`config.mk`:
```
export PLATFORM = sky130hd
export DESIGN_NAME = apr_fm_parity
export DESIGN_NICKNAME = d
export VERILOG_FILES = /design/src/rtl/apr_fm_pkg.sv /design/src/rtl/apr_fm_parity_ram.sv /design/src/rtl/apr_fm_parity.sv
export SDC_FILE = /design/constraint.sdc
export NUM_CORES = 1
export LEC_CHECK = 0
export BUFFER_PORTS_ARGS = -buffer_cell sky130_fd_sc_hd__buf_2
export CAP_MARGIN = 20
export CORE_AREA = 4 4 228 230
export DETAILED_ROUTE_END_ITERATION = 16
export DIE_AREA = 0 0 232 234
export GPL_TIMING_DRIVEN = 1
export PLACE_DENSITY = 0.66
export SYNTH_ARGS = -nofsm -noshare
export SYNTH_HDL_FRONTEND = slang
export SYNTH_SLANG_ARGS = --single-unit
```
`constraint.sdc`:
```
create_clock -name clk_apr_h -period 2.4 [get_ports clk_apr_h]
set_clock_uncertainty 0.05 [all_clocks]
set_input_delay 0.12 -clock clk_apr_h [delete_from_list [all_inputs] [get_ports clk_apr_h]]
set_output_delay 0.12 -clock clk_apr_h [all_outputs]
set_load 0.01 [all_outputs]
```
`src/rtl/apr_fm_pkg.sv`:
```
// apr_fm_pkg: shared types and helpers for the FM parity tracker
package apr_fm_pkg;
   localparam int FM_ADR_W = 7;
   localparam int FM_DEPTH = 128;
   typedef struct packed {logic vl, pl, vr, pr;} fm_par_ent_t;
   typedef enum logic [1:0] {IDLE = 2'b00, ERR = 2'b01, OVR = 2'b11} fm_err_st_t;
   function automatic logic [FM_ADR_W-1:0] fm_adr(input logic [2:0] blk, input logic [3:0] adr);
      return {blk, adr};
   endfunction
endpackage

```
`src/rtl/apr_fm_parity_ram.sv`:
```
// fm_par_ram: per-address valid/parity store with combinational read and per-half write
module fm_par_ram
   import apr_fm_pkg::*;
(
   input  logic                clk_apr_h,
   input  logic                reset_l,
   input  logic [FM_ADR_W-1:0] rd_adr,
   output logic [3:0]          rd_ent,
   input  logic [FM_ADR_W-1:0] wr_adr,
   input  logic                wr_l,
   input  logic                wr_r,
   input  logic                pl,
   input  logic                pr
);
   fm_par_ent_t mem [FM_DEPTH];
   assign rd_ent = mem[rd_adr];
   always_ff @(posedge clk_apr_h or negedge reset_l) begin
      if (!reset_l) begin
         for (int i = 0; i < FM_DEPTH; i++) mem[i] <= '0;
      end else begin
         if (wr_l) begin
            mem[wr_adr].vl <= 1'b1;
            mem[wr_adr].pl <= pl;
         end
         if (wr_r) begin
            mem[wr_adr].vr <= 1'b1;
            mem[wr_adr].pr <= pr;
         end
      end
   end
endmodule

```
`src/rtl/apr_fm_parity.sv`:
```
// apr_fm_parity: stores FM halfword parity on write, checks it on read, captures the first error
module apr_fm_parity
   import apr_fm_pkg::*;
#(
   parameter int ADR_W   = FM_ADR_W,
   parameter int CHK_LAT = 1
) (
   input  logic             clk_apr_h,
   input  logic             reset_l,
   input  logic             apr_fm_block_4_h,
   input  logic             apr_fm_block_2_h,
   input  logic             apr_fm_block_1_h,
   input  logic             apr_fm_adr_10_h,
   input  logic             apr_fm_adr_4_h,
   input  logic             apr_fm_adr_2_h,
   input  logic             apr_fm_adr_1_h,
   input  logic             con_fm_write_00to17_l,
   input  logic             con_fm_write_18to35_l,
   input  logic             ctl_fm_read_h,
   input  logic             edp_fm_parity_00to05_h,
   input  logic             edp_fm_parity_06to11_h,
   input  logic             edp_fm_parity_12to17_h,
   input  logic             edp_fm_parity_18to23_h,
   input  logic             edp_fm_parity_24to29_h,
   input  logic             edp_fm_parity_30to35_h,
   input  logic             con_fm_par_chk_en_h,
   input  logic             apr_fm_par_wr_bad_h,
   input  logic             apr_clr_fm_err_h,
   output logic             apr_fm_par_err_h,
   output logic             apr_fm_par_overrun_h,
   output logic [ADR_W-1:0] apr_fm_err_adr_h,
   output logic             apr_fm_err_left_h,
   output logic             apr_fm_err_right_h
);
   logic [ADR_W-1:0] adr;
   logic             wr_l, wr_r, hl, hr, err_l, err_r, any_err, first;
   logic [3:0]       rd_raw;
   fm_par_ent_t      chk_ent;
   fm_err_st_t       state, state_n;
   logic             pend     [CHK_LAT];
   logic [ADR_W-1:0] pend_adr [CHK_LAT];
   fm_par_ent_t      pend_ent [CHK_LAT];
   assign adr  = fm_adr({apr_fm_block_4_h, apr_fm_block_2_h, apr_fm_block_1_h},
                        {apr_fm_adr_10_h, apr_fm_adr_4_h, apr_fm_adr_2_h, apr_fm_adr_1_h});
   assign wr_l = ~con_fm_write_00to17_l;
   assign wr_r = ~con_fm_write_18to35_l;
   assign hl   = ~^{edp_fm_parity_00to05_h, edp_fm_parity_06to11_h, edp_fm_parity_12to17_h};
   assign hr   = ~^{edp_fm_parity_18to23_h, edp_fm_parity_24to29_h, edp_fm_parity_30to35_h};
   fm_par_ram u_ram (
      .clk_apr_h (clk_apr_h),
      .reset_l   (reset_l),
      .rd_adr    (adr),
      .rd_ent    (rd_raw),
      .wr_adr    (adr),
      .wr_l      (wr_l),
      .wr_r      (wr_r),
      .pl        (hl ^ apr_fm_par_wr_bad_h),
      .pr        (hr ^ apr_fm_par_wr_bad_h)
   );
   // Entry is sampled before this cycle's write lands, so a same-cycle read sees old contents
   always_ff @(posedge clk_apr_h or negedge reset_l) begin
      if (!reset_l) begin
         for (int i = 0; i < CHK_LAT; i++) begin
            pend[i]     <= 1'b0;
            pend_adr[i] <= '0;
            pend_ent[i] <= '0;
         end
      end else begin
         pend[0]     <= ctl_fm_read_h;
         pend_adr[0] <= adr;
         pend_ent[0] <= rd_raw;
         for (int i = 1; i < CHK_LAT; i++) begin
            pend[i]     <= pend[i-1];
            pend_adr[i] <= pend_adr[i-1];
            pend_ent[i] <= pend_ent[i-1];
         end
      end
   end
   // Slice inputs carry write data while a strobe is active, so the check is meaningless then
   assign chk_ent = pend_ent[CHK_LAT-1];
   assign err_l = pend[CHK_LAT-1] & con_fm_par_chk_en_h & ~wr_l & ~wr_r & chk_ent.vl & (hl != chk_ent.pl);
   assign err_r = pend[CHK_LAT-1] & con_fm_par_chk_en_h & ~wr_l & ~wr_r & chk_ent.vr & (hr != chk_ent.pr);
   always_ff @(posedge clk_apr_h or negedge reset_l) begin
      if (!reset_l) state <= IDLE;
      else          state <= state_n;
   end
   always_comb begin
      any_err = err_l | err_r;
      first   = any_err & ((state == IDLE) | apr_clr_fm_err_h);
      state_n = any_err ? (first ? ERR : OVR) : (apr_clr_fm_err_h ? IDLE : state);
   end
   always_ff @(posedge clk_apr_h or negedge reset_l) begin
      if (!reset_l) begin
         apr_fm_err_adr_h   <= '0;
         apr_fm_err_left_h  <= 1'b0;
         apr_fm_err_right_h <= 1'b0;
      end else if (first) begin
         apr_fm_err_adr_h   <= pend_adr[CHK_LAT-1];
         apr_fm_err_left_h  <= err_l;
         apr_fm_err_right_h <= err_r;
      end else if (apr_clr_fm_err_h) begin
         apr_fm_err_adr_h   <= '0;
         apr_fm_err_left_h  <= 1'b0;
         apr_fm_err_right_h <= 1'b0;
      end
   end
   assign apr_fm_par_err_h     = state[0];
   assign apr_fm_par_overrun_h = state[1];
endmodule

```
==> metrics.md, run 1 <==
| Metric | Value |
|---|---|
| Crit path DAT | `~2.8 ns` |
| Worst-Margin Slew | `approximately 0.85 ns` |
| Yosys top cell by area | `dfrtp_1` |
| Net count after synthesis | `2,263` |
| Io pins | `32` |
| Critical path buffers and inverters | `4` |
| Clk sink count | `around 540` |
| Most frequent cell after synthesis | `dfrtp_1` |
| Crit path kind | `input pin to register` |
| Core Rows | `82` |
| Hold Path Class | `input pin to asynchronous set/reset pin` |
| Top cell types by occurrence after synthesis | `dfrtp_1, o21ai_0, nand2_1, o31ai_1, a21o_1` |
| Iter 0 DRT Violations | `2,303` |
| First-pass GRT wire length | `125,200 um` |
| Initial core utilization | `about half` |
| CTS Buffer Depth | `3` |
| DRT Pass-1 Iters | `8` |
| GPL Wtd Cong | `0.9348` |
| Yosys warning total | `0` |
| GR Overflow Total | `0` |
| Clock root buffer master | `clkbuf_16` |
| F_max | `around 430 MHz` |
| Clk pin slew, worst setup/hold paths | `0.06 ns` |
| Vias in the first global route | `slightly below 20,000` |
| Leak Pwr | `13.48 nW` |
| Worst ir drop on vdd | `0.5561 mV` |
| Critical path's top delay family | `buffers and inverters` |
| Share of the synthesized area in the top cell type | `between 50 and 60%` |
| Worst-skew pair later-pin latency | `~0.63 ns` |
| Ordered cell list for the critical path | `dlygate4sd3_1 -> buf_4 -> or2b_1 -> buf_4 -> o221ai_1 -> a211oi_1 -> buf_4 -> o32a_1 -> o32a_1 -> nand4_1` |
| PortBufs | `31` |
| Worst Path Required | `approximately 2.9 ns` |
| Power consumption | `~23 mW` |
| Final setup fails | `0` |
| Place WS | `about 0.027 ns` |
| Placeable Area | `49,860 um^2` |
| Filler cells | `between 4,000 and 5,000` |
| RSZ-0062 raised after global routing | `yes` |
| Routed Antenna Nets | `0` |
| CTS buffer count | `55` |
| Layout cells sized above 1 | `between 10% and 20%` |
| Routed WL per cell | `roughly 27 um` |
| Max-slew headroom | `43.25%` |
| Die area | `around 54,000 um^2` |
| Chip width | `232 um` |
| Synth cell types | `74` |
| TritonCTS clock tree | `yes` |
| Slowest CP cell | `dlygate4sd3_1` |
| Post-synth EDFFs | `0` |
| Outcome | `finished clean` |
| Initial antenna violation count | `2` |
| Crit path capture type | `register` |
| Level count of the clock H-tree | `2` |
| Mapped Area | `24,200 um^2` |
| Routed wire length | `around 80,000 um` |
| Sequential-to-total area share from yosys stat | `between 50% and 60%` |
| Max Slew Vio Count | `0` |
| DRC | `0` |
| Vias | `a little under 20,000` |
| CP peak stage delay | `approximately 0.57 ns` |
| Cell mode on critical path | `buf_4` |
| Post-DR vias/cell | `6.405` |
| Diodes inserted | `0` |
| Startpoint types | `input pin` |
| Syn avg cell area | `between 10 and 15 um^2` |
| Synth area leaders | `dfrtp_1, o21ai_0, o31ai_1` |
| Fraction of registers with async set/reset | `between 90% and 100%` |
| Layout area overhead | `16.62%` |
| Placed wire-length estimate | `54,040 um` |
| Final hold vios | `0` |
| Dominant synthesized flop cell | `dfrtp_1` |
| Gate Count Post-Synth | `2,242` |
| Min setup slack post-route | `slightly above 0.05 ns` |
| Net count, final | `about 2,400` |
| Chip height | `234 um` |
| Synthesized flop and latch total | `535` |
| Tmin final | `between 2 and 2.5 ns` |
| Global Route Usage Sum | `a little under a third` |
| Largest net degree at the start of global routing | `129` |
| Fin crit share | `a little over nine tenths` |
| Max-cap viol count | `0` |
| PwrDens | `about 810 nW/um^2` |
| Max FO, Critical Path | `16` |
final timing paths:
check / start / to / slack [ns] / depth (start not counted)
worst max-delay path: apr_fm_adr_1_h / chk_ent[3]$_DFF_PN0_ / 0.05 / 10
worst min-delay path: reset_l / u_ram.mem[119]$_DFFE_PN0P_ / 0.02 / 2
worst max register to register: u_ram.mem[273]$_DFFE_PN0P_ / chk_ent[1]$_DFF_PN0_ / 0.40 / 4
worst min register to register: u_ram.mem[227]$_DFFE_PN0P_ / u_ram.mem[227]$_DFFE_PN0P_ / 0.40 / 1
max in group asynchronous: reset_l / u_ram.mem[349]$_DFFE_PN0P_ / 1.23 / 3
min in group clk_apr_h: con_fm_write_00to17_l / u_ram.mem[487]$_DFFE_PN0P_ / 0.06 / 4
sequential cells by signal (all words and copies together) (netlist names):
signal	flops
u_ram.mem	512
apr_fm_err_adr_h	7
pend_adr	7
chk_ent	4
state	2
apr_fm_err_left_h	1
apr_fm_err_right_h	1
pend	1
through the flow:
step                setup TNS [ns]  instances  area, um^2  util, %  hold slack, ns
floorplan                        0       2242       24200        -         -0.2256
global placement         -0.007369       2941       26190    52.52          0.1003
detailed placement               0       2941       26190    52.52         0.09651
CTS                              0       3055       28210    56.58         0.01507
global route             -0.006957       3055       28220    56.60         0.06249
finish                           0       3055       28220    56.60         0.01646
layer usage:
metal  vias up  share of wire (%)  global-route usage [%]
met4         4                4.7                   13.00
met3       250                9.8                   7.289
met2      1036                 45                   46.81
met5         -              0.033                       0
met1      9789                 41                   41.29
li1       8487                  -                       -
kinds of logic after synthesis:
group / synth area share (%)
compound gates: 25.47
xor+xnor: 0.3309
flops: 55.32
simple gates: 9.121
buf+inv: 4.162
mux: 5.589
cell type report:
class | instances | area, um^2 | area share (%)
Sequential cell | 535 | 13390 | 47.44
Multi-Input combinational cell | 1488 | 9851 | 34.91
Tap cell | 672 | 840.8 | 2.979
Inverter | 9 | 33.78 | 0.1197
Clock buffer | 77 | 1609 | 5.702
Timing Repair Buffer | 248 | 2196 | 7.781
Clock inverter | 26 | 302.8 | 1.073
report_power, final:
| group | internal (mW) | leakage (nW) | switching (mW) | total, mW |
|---|---|---|---|---|
| clock network | 5.32 | 0.963 | 3.71 | 9.02 |
| logic | 1.25 | 5.35 | 1.87 | 3.11 |
| registers | 10.1 | 7.17 | 0.644 | 10.7 |
cells in the final DEF (no fill, tap or decap), drive strengths merged, types with 47 or more instances in the layout:
cell type / n
o21ai: 290
nand2b: 93
dfrtp: 535
nor2: 56
o31ai: 175
a21o: 131
clkbuf: 77
nand2: 242
a221oi: 62
buf: 237
mux2i: 47
mux2: 47
what timing repair did:
action,CTS,global route
endpoints found under the hold margin,421,0
hold buffers,11,0
buffers inserted,0,0
endpoints found under the setup margin,0,6
gates resized for setup,0,3
(Power assumes the default switching activity.)
==> inputs of run 2 (changes only) <==
- BUFFER_PORTS_ARGS: -buffer_cell sky130_fd_sc_hd__buf_2 -> -buffer_cell sky130_fd_sc_hd__buf_4
==> run 2 against run 1 <==
Maximum frequency down 2.1%. Setup slack worse by 0.050 ns. Combinational power up 3%. Clock-buffer cell count down 3. Register-to-register slack worse by 0.13 ns. Die area unchanged. Routed wire length up 0.79%. Total power up 0.50%.
==> metrics.md, run 2 (same netlist as run 1, synthesis figures left out) <==
| Metric | Value |
|---|---|
| Routed Antenna Nets | `0 (unchanged)` |
| Placeable Area | `49,860 um^2 (unchanged)` |
| Crit path kind | `input pin to register` |
| Tmin final | `2.400 ns (+0.05048 ns)` |
| Critical R2R Launch | `u_ram.mem[483]$_DFFE_PN0P_` |
| Max-slew headroom | `39.56% (-3.7 points)` |
| Multi-input logic area | `9848 um^2 (about the same)` |
| Final setup fails | `0 (unchanged)` |
| Io pins | `32 (unchanged)` |
| Hold Path Class | `input pin to register` |
| DRC | `0 (unchanged)` |
| Startpoint types | `input pin` |
| Routed WL per cell | `26.92 um (+0.33%)` |
| Chip width | `232 um (unchanged)` |
| R2r endpoint | `chk_ent[3]$_DFF_PN0_` |
| TritonCTS clock tree | `yes` |
| Part of the power in combinational logic | `13.9% (+0.3 points)` |
| PortBufs | `31 (unchanged)` |
| Worst-skew pair later-pin latency | `0.63 ns (about the same)` |
| GPL Wtd Cong | `0.9633 (+3.0%)` |
| Final instance area | `28,460 um^2 (+0.85%)` |
| Clock power share | `39.5% (about the same)` |
| CTS buffer count | `56 (+1.8%)` |
| Clock root buffer master | `clkbuf_16` |
| Initial core utilization | `48.53% (unchanged)` |
| CP endpoint | `chk_ent[0]$_DFF_PN0_` |
| Worst Path Required | `2.86 ns (about the same)` |
| Leak Pwr | `13.55 nW (+0.47%)` |
| Routed wire length | `82,600 um (+0.79%)` |
| PwrDens | `806.8 nW/um^2 (-0.35%)` |
| Die area | `54,290 um^2 (unchanged)` |
| Initial antenna violation count | `2 (unchanged)` |
| CTS Buffer Depth | `3 (unchanged)` |
| Worst ir drop on vdd | `0.5677 mV (+2.1%)` |
| Placed wire-length estimate | `55,290 um (+2.3%)` |
| Layout cells sized above 1 | `18.02% (+0.44 points)` |
| Reg2reg setup slack | `0.27 ns (-0.13 ns)` |
| Max Slew Vio Count | `0 (unchanged)` |
| Iter 0 DRT Violations | `2,618 (+14%)` |
| Layout area overhead | `17.61%` |
| Vias in the first global route | `19,760 (+0.54%)` |
| Crit path capture type | `register` |
| Fin crit share | `100.0% (+2.1 points)` |
| First-pass GRT wire length | `126,200 um (+0.77%)` |
| Clk sink count | `535 (unchanged)` |
| Postcts setup bufs | `0 (unchanged)` |
| Core Rows | `82 (unchanged)` |
| Max FO, Critical Path | `33 (+17)` |
| Critical path origin | `apr_fm_adr_1_h` |
| RSZ-0062 raised after global routing | `no` |
| Outcome | `finished clean` |
| Post-DR vias/cell | `6.438 (+0.52%)` |
| Internal | `16.62 mW (about the same)` |
| Largest net degree at the start of global routing | `129 (unchanged)` |
| Filler cells | `4,280 (+0.56%)` |
| Vias | `19,758 (+0.98%)` |
| Regs by FF count | `u_ram.mem: 512 flops, apr_fm_err_adr_h: 7 flops, pend_adr: 7 flops` |
| Sequential share of power | `46.6% (-0.3 points)` |
| Switch Pwr | `6.339 mW (+2.0%)` |
| F_max | `416.7 MHz (-2.1%)` |
| Crit path DAT | `2.86 ns (+0.07 ns)` |
| Global Route Usage Sum | `30.60% (+0.30 points)` |
| Worst-Margin Slew | `0.9033 ns (+0.05201 ns)` |
| Final hold vios | `0 (unchanged)` |
| Max-cap viol count | `0 (unchanged)` |
| Commonest non-fill, non-tap cells in the layout | `dfrtp_1, o21ai_0, nand2_1` |
| Commonest non-fill, non-tap cell in the layout | `dfrtp_1` |
| Chip height | `234 um (unchanged)` |
| Worst hold slack | `0.05710 ns (+0.04064 ns)` |
| GR Overflow Total | `0 (unchanged)` |
| Worst reg2reg path depth | `6 (+2)` |
| Sw frac | `27.61% (+0.40 points)` |
| FF+latch area | `13,390 um^2 (unchanged)` |
| DRT Pass-1 Iters | `6 (-2)` |
| Net count, final | `2,371 (+0.55%)` |
| Diodes inserted | `0 (unchanged)` |
| Clk pin slew, worst setup/hold paths | `0.06 ns (about the same)` |
| Post-DP Area | `26,400 um^2 (+0.79%)` |
| Biggest register | `u_ram.mem` |
| Level count of the clock H-tree | `2 (unchanged)` |
| Largest register FFs | `512 (unchanged)` |
## run 2: timing repair
action,in CTS,in global routing
resized for setup,0,6
hold buffers,11,0
endpoints found under the hold margin,494,0
endpoints found under the setup margin,0,2
## run 2: how the worst min path moves through the flow
stage                                startpoint                         endpoint  cells after the start
after floorplan                         reset_l  apr_fm_err_adr_h[0]$_DFFE_PN0P_                      0
after global placement                  reset_l  apr_fm_err_adr_h[0]$_DFFE_PN0P_                      1
after detailed placement                reset_l  apr_fm_err_adr_h[1]$_DFFE_PN0P_                      1
after CTS                 con_fm_write_00to17_l       u_ram.mem[471]$_DFFE_PN0P_                      5
after global routing        apr_fm_par_wr_bad_h       u_ram.mem[172]$_DFFE_PN0P_                      4
final                       apr_fm_par_wr_bad_h       u_ram.mem[172]$_DFFE_PN0P_                      4
## run 2: power groups by stage
stage,Combinational [mW],Clock [mW],Sequential [mW]
2_1_floorplan,1.92,0,10.6
6_report,3.19,9.07,10.7
3_5_place_dp,3.12,0,10.8
4_1_cts,3.15,9.18,10.7
3_3_place_gp,3.04,0,10.8
5_1_grt,3.45,9.57,10.8
## run 2: per-stage QoR
stage	power [mW]	setup WS, ns	cells	setup TNS, ns	utilization (%)
2_1_floorplan	12.49	0.4773	2242	0	-
3_3_place_gp	13.83	-0.06061	2953	-0.09248	52.94
3_5_place_dp	13.94	-0.05163	2953	-0.1253	52.94
4_1_cts	23.00	0.04782	3069	0	57.03
5_1_grt	23.81	0.004684	3069	0	57.08
6_report	22.96	0.00007105	3069	0	57.08
## run 2: metal layers
layer	global-route usage [%]	part of all wire (%)	vias up
li1	-	-	8522
met1	42.95	41	9911
met2	47.28	45	1089
met3	5.904	9.1	234
met4	12.37	4.4	2
met5	0	0.016	-
## run 2: area by class of cell
cell class / instances / area share, %
Sequential cell: 535 / 47.04
Multi-Input combinational cell: 1488 / 34.60
Timing Repair Buffer: 260 / 8.533
Clock buffer: 74 / 5.513
Tap cell: 672 / 2.954
Clock inverter: 31 / 1.240
Inverter: 9 / 0.1187
## run 2: worst max-delay path: stages
cell and delay [ns]:
dlygate4sd3_1 0.56, buf_6 0.18, buf_16 0.21, nor2b_1 0.17, buf_4 0.18, buf_4 0.19
a22oi_1 0.26, o21ai_0 0.20, a21oi_1 0.24, nand4_1 0.24, and4_1 0.28
==> inputs of run 3 (changes only) <==
- SETUP_SLACK_MARGIN: default -> 0.2
==> run 3 against run 2 <==
Critical endpoint is now chk_ent[3]$_DFF_PN0_. Via count barely moved. Clock power about the same. Cell count unchanged. Total power is essentially flat. Clock-buffer cell count did not move. Die area unchanged. Sequential share of layout area about the same. Non-clock buffer count unchanged. Worst hold slack got worse by 0.0084 ns.
==> metrics.md, run 3 (same netlist as run 1, synthesis figures left out) <==
| Metric | Value |
|---|---|
| PortBufs | `31 (unchanged)` |
| CTS buffer count | `56 (unchanged)` |
| Routed WL per cell | `26.90 um (about the same)` |
| Largest register FFs | `512 (unchanged)` |
| Initial antenna violation count | `2 (unchanged)` |
| Io pins | `32 (unchanged)` |
| RSZ-0062 raised after global routing | `no` |
| Worst min-delay path startpoint | `apr_fm_par_wr_bad_h` |
| Leak Pwr | `13.54 nW (about the same)` |
| Reg2reg setup slack | `0.26 ns (about the same)` |
| Postcts setup bufs | `0 (unchanged)` |
| Crit path capture type | `register` |
| Die area | `54,290 um^2 (unchanged)` |
| Max-cap viol count | `0 (unchanged)` |
| Worst Path Required | `2.83 ns (-0.03 ns)` |
| Level count of the clock H-tree | `2 (unchanged)` |
| Layout area overhead | `17.52% (about the same)` |
| Biggest register | `u_ram.mem` |
| Final setup fails | `0 (unchanged)` |
| Vias | `19,765 (+0.035%)` |
| Max Slew Vio Count | `0 (unchanged)` |
| PwrDens | `807.4 nW/um^2 (about the same)` |
| Hold path depth | `4 (unchanged)` |
| F_max | `466.6 MHz (+12%)` |
| TritonCTS clock tree | `yes` |
| Outcome | `finished clean` |
| Initial core utilization | `48.53% (unchanged)` |
| Commonest non-fill, non-tap cell in the layout | `dfrtp_1` |
| Global Route Usage Sum | `30.58% (about the same)` |
| Startpoint types | `register` |
| Worst reg2reg path depth | `6 (unchanged)` |
| Worst ir drop on vdd | `0.5668 mV (-0.15%)` |
| Worst-skew pair later-pin latency | `0.63 ns (about the same)` |
| Final instance area | `28,440 um^2 (about the same)` |
| Filler cells | `4,288 (+0.19%)` |
| Iter 0 DRT Violations | `2,529 (-3.4%)` |
| Regs by FF count | `u_ram.mem: 512 flops, apr_fm_err_adr_h: 7 flops, pend_adr: 7 flops` |
| DRT Pass-1 Iters | `6 (unchanged)` |
| Total instance count after detailed placement | `2,953 (unchanged)` |
| Fin crit share | `89.30% (-11 points)` |
| Commonest non-fill, non-tap cells in the layout | `dfrtp_1, o21ai_0, nand2_1` |
| R2r endpoint | `chk_ent[3]$_DFF_PN0_` |
| Post-DP Area | `26,400 um^2 (unchanged)` |
| Fin util | `57.03% (about the same)` |
| Max FO, Critical Path | `2 (-94%)` |
| Worst-Margin Slew | `0.9161 ns (+0.01279 ns)` |
| Critical R2R Launch | `u_ram.mem[483]$_DFFE_PN0P_` |
| DRC | `0 (unchanged)` |
| Vias in the first global route | `19,757 (-0.015%)` |
| Routed Antenna Nets | `0 (unchanged)` |
| Hold Path Class | `input pin to register` |
| Power consumption | `22.96 mW (about the same)` |
| Layout cells sized above 1 | `17.94% (-0.083 points)` |
| GR Overflow Total | `0 (unchanged)` |
| Placeable Area | `49,860 um^2 (unchanged)` |
| CTS Buffer Depth | `3 (unchanged)` |
| Hold Crit Endpoint | `u_ram.mem[172]$_DFFE_PN0P_` |
| Crit path kind | `register to register` |
| Net count, final | `2,371 (unchanged)` |
| Max-slew headroom | `38.70% (-0.86 points)` |
| Final hold vios | `0 (unchanged)` |
| Fin cells | `3,069 (unchanged)` |
| Post-DR vias/cell | `6.440 (about the same)` |
| Diodes inserted | `0 (unchanged)` |
| Routed wire length | `82,560 um (about the same)` |
| GPL Wtd Cong | `0.9633 (unchanged)` |
| Core Rows | `82 (unchanged)` |
| Clk sink count | `535 (unchanged)` |
| Placed wire-length estimate | `55,290 um (unchanged)` |
| Chip height | `234 um (unchanged)` |
| Crit path DAT | `2.58 ns (-0.28 ns)` |
| First-pass GRT wire length | `126,100 um (about the same)` |
| Clk pin slew, worst setup/hold paths | `0.07 ns (about the same)` |
| Tmin final | `2.143 ns (-0.2568 ns)` |
| Setup_tns | `0 ns (unchanged)` |
| Chip width | `232 um (unchanged)` |
| Largest net degree at the start of global routing | `129 (unchanged)` |
| Clock root buffer master | `clkbuf_16` |
[run 3: routing by layer]
metal | GRT usage [%] | share of wire [%] | up-vias
met3 | 6.050 | 9.3 | 244
li1 | - | - | 8511
met4 | 12.35 | 4.4 | 2
met1 | 42.85 | 41 | 9998
met2 | 47.25 | 45 | 1010
met5 | 0 | 0.016 | -
[run 3: worst max-delay path: stages (launching register included)]
cell and delay (ns):
dfrtp_1 0.40, mux2_2 0.27, a221o_1 0.30, a211oi_1 0.48
o32a_1 0.25, o32a_1 0.16, nand4_1 0.11
[run 3: final cells by class]
class | count | area (um^2) | share of cell area, %
Multi-Input combinational cell | 1488 | 9841 | 34.60
Clock buffer | 74 | 1569 | 5.517
Sequential cell | 535 | 13390 | 47.08
Clock inverter | 31 | 352.8 | 1.241
Inverter | 9 | 33.78 | 0.1188
Timing Repair Buffer | 260 | 2414 | 8.487
Tap cell | 672 | 840.8 | 2.957
[run 3: how the worst max path moves through the flow]
stage / from / to / slack, ns / cells after the start
after floorplan: apr_fm_adr_4_h / chk_ent[1]$_DFF_PN0_ / 0.48 / 8
after global placement: apr_fm_adr_1_h / chk_ent[2]$_DFF_PN0_ / -0.06 / 8
after detailed placement: apr_fm_adr_1_h / chk_ent[2]$_DFF_PN0_ / -0.05 / 8
after CTS: u_ram.mem[483]$_DFFE_PN0P_ / chk_ent[3]$_DFF_PN0_ / 0.30 / 6
after global routing: u_ram.mem[483]$_DFFE_PN0P_ / chk_ent[3]$_DFF_PN0_ / 0.28 / 6
final: u_ram.mem[483]$_DFFE_PN0P_ / chk_ent[3]$_DFF_PN0_ / 0.26 / 6
[run 3: per-stage QoR]
step / hold WS, ns / worst slack [ns]
2_1_floorplan: -0.2256 / 0.4773
3_3_place_gp: -0.006229 / -0.06061
3_5_place_dp: -0.002353 / -0.05163
4_1_cts: 0.02742 / 0.3035
5_1_grt: 0.05390 / 0.2796
6_report: 0.04870 / 0.2568
[run 3: timing repair]
action / in CTS / in global routing
gates resized for setup: 0 / 0
hold buffers: 11 / 0
setup endpoints to repair: 0 / 0
endpoints found under the hold margin: 494 / 0
[run 3: report_power, final]
group          switching (mW)  total, mW  internal, mW
Sequential              0.629       10.7          10.1
Combinational            1.89       3.18          1.29
Clock                    3.82       9.08          5.26
